===== src/rtl/mem_axi_bridge_pkg.sv =====
// Shared encodings for the memory-stage to AXI4 bridge: FSM states, access sizes,
// AXI response codes and the burst type used on every transaction.
package mem_axi_bridge_pkg;

    typedef enum logic [2:0] {
        ST_IDLE,
        ST_WR,
        ST_WR_RESP,
        ST_RD_ADDR,
        ST_RD_DATA,
        ST_ERR
    } state_e;

    localparam logic [1:0] SIZE_B = 2'b00;
    localparam logic [1:0] SIZE_H = 2'b01;
    localparam logic [1:0] SIZE_W = 2'b10;
    localparam logic [1:0] SIZE_D = 2'b11;

    localparam logic [1:0] RESP_OKAY   = 2'b00;
    localparam logic [1:0] RESP_SLVERR = 2'b10;

    localparam logic [1:0] BURST_INCR = 2'b01;

endpackage


===== src/rtl/mem_axi_strb_gen.sv =====
// Byte-lane strobe and natural-alignment check for one access, from the size code
// and the low three address bits.
module mem_axi_strb_gen
    import mem_axi_bridge_pkg::*;
(
    input  logic [1:0] size_i,
    input  logic [2:0] addr_lo_i,
    output logic [7:0] strb_o,
    output logic       misaligned_o
);

    always_comb begin
        strb_o       = '0;
        misaligned_o = 1'b0;
        case (size_i)
            SIZE_B: strb_o = 8'h01 << addr_lo_i;
            SIZE_H: begin
                strb_o       = 8'h03 << addr_lo_i;
                misaligned_o = addr_lo_i[0];
            end
            SIZE_W: begin
                strb_o       = 8'h0F << addr_lo_i;
                misaligned_o = |addr_lo_i[1:0];
            end
            default: begin
                strb_o       = 8'hFF;
                misaligned_o = |addr_lo_i;
            end
        endcase
    end

endmodule


===== src/rtl/mem_axi_bridge.sv =====
// Converts one memory-stage request into a single-beat AXI4 read or write; one
// transaction outstanding, completion signalled by a one-cycle mem_ready_o pulse.
module mem_axi_bridge
    import mem_axi_bridge_pkg::*;
#(
    parameter int unsigned     ADDR_W = 64,
    parameter int unsigned     DATA_W = 64,
    parameter int unsigned     ID_W   = 4,
    parameter logic [ID_W-1:0] AXI_ID = 4'd1
) (
    input  logic                clk,
    input  logic                rst,
    input  logic                mem_valid_i,
    input  logic                mem_req_i,
    input  logic [ADDR_W-1:0]   mem_addr_i,
    input  logic [1:0]          mem_size_i,
    input  logic [DATA_W-1:0]   mem_data_write_i,
    output logic                mem_ready_o,
    output logic [DATA_W-1:0]   mem_data_read_o,
    output logic [1:0]          mem_resp_o,
    output logic                axi_aw_valid_o,
    input  logic                axi_aw_ready_i,
    output logic [ADDR_W-1:0]   axi_aw_addr_o,
    output logic [ID_W-1:0]     axi_aw_id_o,
    output logic [2:0]          axi_aw_size_o,
    output logic [7:0]          axi_aw_len_o,
    output logic [1:0]          axi_aw_burst_o,
    output logic                axi_w_valid_o,
    input  logic                axi_w_ready_i,
    output logic [DATA_W-1:0]   axi_w_data_o,
    output logic [DATA_W/8-1:0] axi_w_strb_o,
    output logic                axi_w_last_o,
    input  logic                axi_b_valid_i,
    output logic                axi_b_ready_o,
    input  logic [1:0]          axi_b_resp_i,
    input  logic [ID_W-1:0]     axi_b_id_i,
    output logic                axi_ar_valid_o,
    input  logic                axi_ar_ready_i,
    output logic [ADDR_W-1:0]   axi_ar_addr_o,
    output logic [ID_W-1:0]     axi_ar_id_o,
    output logic [2:0]          axi_ar_size_o,
    output logic [7:0]          axi_ar_len_o,
    output logic [1:0]          axi_ar_burst_o,
    input  logic                axi_r_valid_i,
    output logic                axi_r_ready_o,
    input  logic [DATA_W-1:0]   axi_r_data_i,
    input  logic [1:0]          axi_r_resp_i,
    input  logic [ID_W-1:0]     axi_r_id_i,
    input  logic                axi_r_last_i
);

    state_e                state_q;
    logic [ADDR_W-1:0]     addr_q;
    logic [1:0]            size_q;
    logic [DATA_W-1:0]     data_q;
    logic [DATA_W/8-1:0]   strb_q;
    logic                  aw_valid_q, w_valid_q, ar_valid_q, b_ready_q, r_ready_q;
    logic                  aw_done_q, w_done_q;
    logic [7:0]            strb_d;
    logic                  misaligned_d;
    logic                  aw_hs, w_hs;

    // IDs and RLAST carry no information for a single outstanding single-beat transfer.
    logic unused_ok;
    assign unused_ok = ^{axi_b_id_i, axi_r_id_i, axi_r_last_i};

    mem_axi_strb_gen u_strb_gen (
        .size_i       (mem_size_i),
        .addr_lo_i    (mem_addr_i[2:0]),
        .strb_o       (strb_d),
        .misaligned_o (misaligned_d)
    );

    assign aw_hs = aw_valid_q & axi_aw_ready_i;
    assign w_hs  = w_valid_q  & axi_w_ready_i;

    always_ff @(posedge clk) begin
        if (rst) begin
            state_q    <= ST_IDLE;
            addr_q     <= '0;
            size_q     <= '0;
            data_q     <= '0;
            strb_q     <= '0;
            aw_valid_q <= 1'b0;
            w_valid_q  <= 1'b0;
            ar_valid_q <= 1'b0;
            b_ready_q  <= 1'b0;
            r_ready_q  <= 1'b0;
            aw_done_q  <= 1'b0;
            w_done_q   <= 1'b0;
        end else begin
            case (state_q)
                ST_IDLE: begin
                    if (mem_valid_i) begin
                        addr_q <= mem_addr_i;
                        size_q <= mem_size_i;
                        data_q <= mem_data_write_i;
                        strb_q <= strb_d;
                        if (misaligned_d) begin
                            state_q <= ST_ERR;
                        end else if (mem_req_i) begin
                            state_q    <= ST_WR;
                            aw_valid_q <= 1'b1;
                            w_valid_q  <= 1'b1;
                            aw_done_q  <= 1'b0;
                            w_done_q   <= 1'b0;
                        end else begin
                            state_q    <= ST_RD_ADDR;
                            ar_valid_q <= 1'b1;
                        end
                    end
                end
                ST_WR: begin
                    if (aw_hs) begin
                        aw_valid_q <= 1'b0;
                        aw_done_q  <= 1'b1;
                    end
                    if (w_hs) begin
                        w_valid_q <= 1'b0;
                        w_done_q  <= 1'b1;
                    end
                    // Same-cycle handshakes count as done without waiting for the flags.
                    if ((aw_done_q | aw_hs) && (w_done_q | w_hs)) begin
                        state_q   <= ST_WR_RESP;
                        b_ready_q <= 1'b1;
                    end
                end
                ST_WR_RESP: begin
                    if (axi_b_valid_i) begin
                        b_ready_q <= 1'b0;
                        state_q   <= ST_IDLE;
                    end
                end
                ST_RD_ADDR: begin
                    if (axi_ar_ready_i) begin
                        ar_valid_q <= 1'b0;
                        r_ready_q  <= 1'b1;
                        state_q    <= ST_RD_DATA;
                    end
                end
                ST_RD_DATA: begin
                    if (axi_r_valid_i) begin
                        r_ready_q <= 1'b0;
                        state_q   <= ST_IDLE;
                    end
                end
                default: state_q <= ST_IDLE;
            endcase
        end
    end

    always_comb begin
        mem_ready_o     = 1'b0;
        mem_resp_o      = RESP_OKAY;
        mem_data_read_o = '0;
        case (state_q)
            ST_WR_RESP: begin
                if (axi_b_valid_i) begin
                    mem_ready_o = 1'b1;
                    mem_resp_o  = axi_b_resp_i;
                end
            end
            ST_RD_DATA: begin
                if (axi_r_valid_i) begin
                    mem_ready_o     = 1'b1;
                    mem_resp_o      = axi_r_resp_i;
                    mem_data_read_o = axi_r_data_i;
                end
            end
            ST_ERR: begin
                mem_ready_o = 1'b1;
                mem_resp_o  = RESP_SLVERR;
            end
            default: ;
        endcase
    end

    assign axi_aw_valid_o = aw_valid_q;
    assign axi_aw_addr_o  = addr_q;
    assign axi_aw_id_o    = AXI_ID;
    assign axi_aw_size_o  = {1'b0, size_q};
    assign axi_aw_len_o   = '0;
    assign axi_aw_burst_o = BURST_INCR;

    assign axi_w_valid_o  = w_valid_q;
    assign axi_w_data_o   = data_q;
    assign axi_w_strb_o   = strb_q;
    assign axi_w_last_o   = 1'b1;

    assign axi_b_ready_o  = b_ready_q;

    assign axi_ar_valid_o = ar_valid_q;
    assign axi_ar_addr_o  = addr_q;
    assign axi_ar_id_o    = AXI_ID;
    assign axi_ar_size_o  = {1'b0, size_q};
    assign axi_ar_len_o   = '0;
    assign axi_ar_burst_o = BURST_INCR;

    assign axi_r_ready_o  = r_ready_q;

endmodule


===== config.mk =====
export PLATFORM = sky130hd
export DESIGN_NAME = mem_axi_bridge
export DESIGN_NICKNAME = d
export VERILOG_FILES = /design/src/rtl/mem_axi_bridge_pkg.sv /design/src/rtl/mem_axi_strb_gen.sv /design/src/rtl/mem_axi_bridge.sv
export SDC_FILE = /design/constraint.sdc
export NUM_CORES = 1
export LEC_CHECK = 0
export CORE_AREA = 2 2 203 205
export DETAILED_ROUTE_END_ITERATION = 12
export DIE_AREA = 0 0 205 207
export PLACE_DENSITY = 0.47
export SLEW_MARGIN = 15
export SYNTH_ARGS = -nofsm -noshare
export SYNTH_HDL_FRONTEND = slang
export SYNTH_SLANG_ARGS = --single-unit

===== constraint.sdc =====
create_clock -name clk -period 2.2 [get_ports clk]
set_input_delay 0.66 -clock clk [delete_from_list [all_inputs] [get_ports clk]]
set_output_delay 0.66 -clock clk [all_outputs]
set_load 0.1 [all_outputs]

==> run summary <==
* **Setup CP Type** reg2out
* **run status** finished with violations
* **global placement routability congestion** 0.825
* **Vias/cell** 3.83
* **TritonCTS clock tree** yes
* **count of maximum capacitance violations** 0
* **final critical-path setup slack** -327 ps
* **cell depth of the worst min-delay path** 2
* **Iteration-0 DRC Markers** 227
* **hold path start** axi_w_data_o[1]$_SDFFE_PP0P_
* **total wire length after detailed routing** 29200 microns
* **FP Rows** 74
* **cts bufs inserted** 17
* **Clock Pin Slew Worst Setup and Hold Paths** 70 ps
* **Max IR drop VDD** 0.583 mV
* **number of warnings printed during yosys synthesis** 0
* **number of hold violations in the final report** 0
* **non-filler cells, final** 1866
* **Critical Path End Type** output pin
* **Clock Skews** 11.5 ps
* **Static Leakage** 5.69 nW
* **clock root cell** sky130_fd_sc_hd__clkbuf_16
* **number of distinct library cells after synthesis** 40
* **horizontal extent of the die** 205 microns
* **Mapped Cells** 869
* **total power of the final layout** 17.6 mW
* **First-pass DRT Iterations** 4
* **flop2flop setup slack** 340 ps
* **clock insertion delay at the later pin of the skew report** 430 ps
* **synthesis-to-finish area growth** 105%
* **Fillers** 4191
* **Crit Reg-Reg Endpoint** axi_w_data_o[12]$_SDFFE_PP0P_
* **ratio of final minimum period to clock period** 115%
* **largest net degree at the start of global routing** 70
* **Critical Path AT** 1870 ps
* **area occupied by multi-input gates** 3000 sq um
* **# IOs** 523
* **total core area** 40400 sq um
* **peak fanout along the critical path** 8
* **number of antenna violations at the first check in global routing** 0
* **f_max** 396 MHz
* **Routed wire per std cell** 15.6 microns
* **Clock Sink Count** 148
* **number of H-tree levels** 4
* **die footprint** 42400 sq um
* **hold_buf cts** 0
* **initial standard-cell utilization of the core** 16.5%
* **Die Ht** 207 microns
* **total number of nets in the final design** 1541
* **layout cells sized above 1** 35.1%
* **via count of the first global-routing pass** 7155
* **post-detailed-route count of antenna-violating nets** 0
* **drt drc** 0
* **final HPWL from detailed placement** 22000 microns
* **Critical Path Source Type** register
* **register area** 2970 sq um
* **setup repair after global routing missed its margin** true
* **total overflow reported by the global router** 0
* **port buffer count** 482
* **required time reported for the critical path endpoint** 1540 ps
* **number of placed instances, taps included** 1817
* **worst hold path type** reg2reg
* **All-Layer GR Usage** 13.4%
* **Ant. Diodes** 0
* **Synth Cell Area** 6650 sq um
* **Slew Viols, Final** 0
* **minimum clock period after layout** 2530 ps
* **Mean Syn Cell Area** 7.65 sq um
* **post-synthesis sequential area ratio** 44.5%
* **violated checks** setup timing
* **FF-to-FF Start** state_q[1]$_SDFFE_PP0P_
* **cells on worst reg2reg path** 8
* **post-synthesis register bit count** 148
* **final setup fails** 67
* **Power per Cell Area** 1290 nW/um^2
* **hold worst-path end** axi_w_data_o[1]$_SDFFE_PP0P_
* **number of buffers between clock root and the deepest sink** 2
* **wire length of the first global-routing pass** 43200 microns
* **vias after detailed routing** 7150
[through the flow]
| stage | util (%) | hold slack [ps] | setup TNS, ps | cell area [sq um] | worst slack [ps] |
|---|---|---|---|---|---|
| 2_1_floorplan | - | 455 | -520 | 6940 | -520 |
| 3_3_place_gp | 31.6 | 442 | -42600 | 12800 | -533 |
| 3_5_place_dp | 31.6 | 447 | -43200 | 12800 | -544 |
| 4_1_cts | 33.9 | 456 | -22960 | 13700 | -378 |
| 5_1_grt | 33.8 | 473 | -25090 | 13600 | -413 |
| 6_report | 33.8 | 455 | -19050 | 13600 | -327 |
[layout by cell type, fill, tap and decap left out, types with 2 or more instances in the layout]
cell type / instances
sky130_fd_sc_hd__nand2_1: 262
sky130_fd_sc_hd__buf_4: 218
sky130_fd_sc_hd__clkdlybuf4s50_1: 204
sky130_fd_sc_hd__dfxtp_1: 146
sky130_fd_sc_hd__a21oi_1: 142
sky130_fd_sc_hd__buf_12: 129
sky130_fd_sc_hd__and2_4: 64
sky130_fd_sc_hd__conb_1: 31
sky130_fd_sc_hd__clkbuf_16: 18
sky130_fd_sc_hd__nor2_1: 17
sky130_fd_sc_hd__nor3_1: 16
sky130_fd_sc_hd__inv_1: 7
sky130_fd_sc_hd__nand2b_1: 6
sky130_fd_sc_hd__clkinv_2: 5
sky130_fd_sc_hd__a211oi_1: 4
sky130_fd_sc_hd__ha_1: 4
sky130_fd_sc_hd__buf_16: 4
sky130_fd_sc_hd__nor3b_1: 3
sky130_fd_sc_hd__o22ai_1: 3
sky130_fd_sc_hd__clkinvlp_4: 3
sky130_fd_sc_hd__clkinv_4: 3
sky130_fd_sc_hd__buf_6: 3
sky130_fd_sc_hd__nor4_1: 2
sky130_fd_sc_hd__a211oi_2: 2
sky130_fd_sc_hd__nand3_1: 2
sky130_fd_sc_hd__and3_1: 2
sky130_fd_sc_hd__clkbuf_1: 2
[metal layers]
metal  global-route usage, %  wire, microns  vias to the layer above
met4                    3.80            509                        0
met1                    16.3          12400                     3310
met3                    4.14           1890                       21
li1                        -              -                     3583
met2                    22.7          14400                      236
met5                       0              0                        -
[cell families after synthesis]
kind of cell,Yosys count,synth area share [%]
AOI/OAI and AO/OA,167,13.6
adders and majority gates,4,0.752
buffers and inverters,164,15.3
DFF,148,44.5
other,2,0.113
and+or+nand+nor,384,25.7
[cell usage after synthesis (all sizes together)]
cell type  instances  area (sq um)
a2111oi            1          8.76
a211oi             6          50.1
a21bo              1          10.0
a21oi            143           716
a22o               1          8.76
a311oi             1          8.76
a31oi              2          18.8
and2              65           407
and3               3          23.8
buf              125           871
clkbuf            32           120
conb               2          7.51
dfxtp            148          2960
ha                 4          50.1
inv                7          26.3
nand2            263           987
nand2b             7          43.8
nand3              2          10.0
nor2              17          63.8
nor2b              2          12.5
nor3              16          80.1
nor3b              4          35.0
nor4               2          12.5
nor4b              1          15.0
o2111a             1          11.3
o2111ai            1          8.76
o21ai              3          15.0
o21bai             1          7.51
o22ai              3          18.8
o31a               1          8.76
o31ai              1          7.51
o32ai              1          8.76
or2                1          6.26
or4b               1          10.0
[final cells by class]
| cell class | count | area share, % |
|---|---|---|
| clock buffer | 20 | 3.27 |
| clock inverter | 12 | 0.605 |
| inverter | 7 | 0.193 |
| multi-input combinational | 586 | 22.0 |
| sequential | 148 | 21.7 |
| tap | 532 | 4.88 |
| timing repair buffer | 561 | 47.3 |
[worst max path at each step]
stage                                       start             endpoint  slack (ps)  depth (start not counted)
after global routing      state_q[1]$_SDFFE_PP0P_  mem_data_read_o[23]        -410                          7
after floorplan                   axi_r_resp_i[1]        mem_resp_o[1]        -520                          2
after global placement              axi_r_valid_i   mem_data_read_o[2]        -530                          5
after CTS                 state_q[1]$_SDFFE_PP0P_   mem_data_read_o[4]        -380                          8
final                     state_q[1]$_SDFFE_PP0P_   mem_data_read_o[3]        -330                          7
after detailed placement            axi_r_valid_i  mem_data_read_o[63]        -540                          5
[registers in the layout (all words and copies together) (netlist names), 2 cells and up]
name	flops
axi_ar_addr_o	64
size_q	2
axi_w_strb_o	8
axi_w_data_o	64
state_q	3
[power by group]
part | internal, mW | switching (mW)
sequential | 3.20 | 0.439
clock | 1.47 | 1.21
combinational | 3.20 | 8.05
total | 7.87 | 9.70
[repair_timing]
| action | 4_1_cts | 5_1_grt |
|---|---|---|
| setup endpoints to repair | 68 | 73 |
| cloned | 6 | 1 |
| gates resized for setup | 26 | 4 |
| pin swaps | 38 | 10 |
| setup buffers | 13 | 1 |
[worst max-delay path, stage by stage, from the launching register on]
cell                       delay [ps]
sky130_fd_sc_hd__dfxtp_2          320
sky130_fd_sc_hd__nand2b_4         140
sky130_fd_sc_hd__nor3b_4          230
sky130_fd_sc_hd__buf_6            170
sky130_fd_sc_hd__buf_12           120
sky130_fd_sc_hd__buf_16           120
sky130_fd_sc_hd__and2_4           150
sky130_fd_sc_hd__buf_12           160
Power figures use the tool's default switching activity.
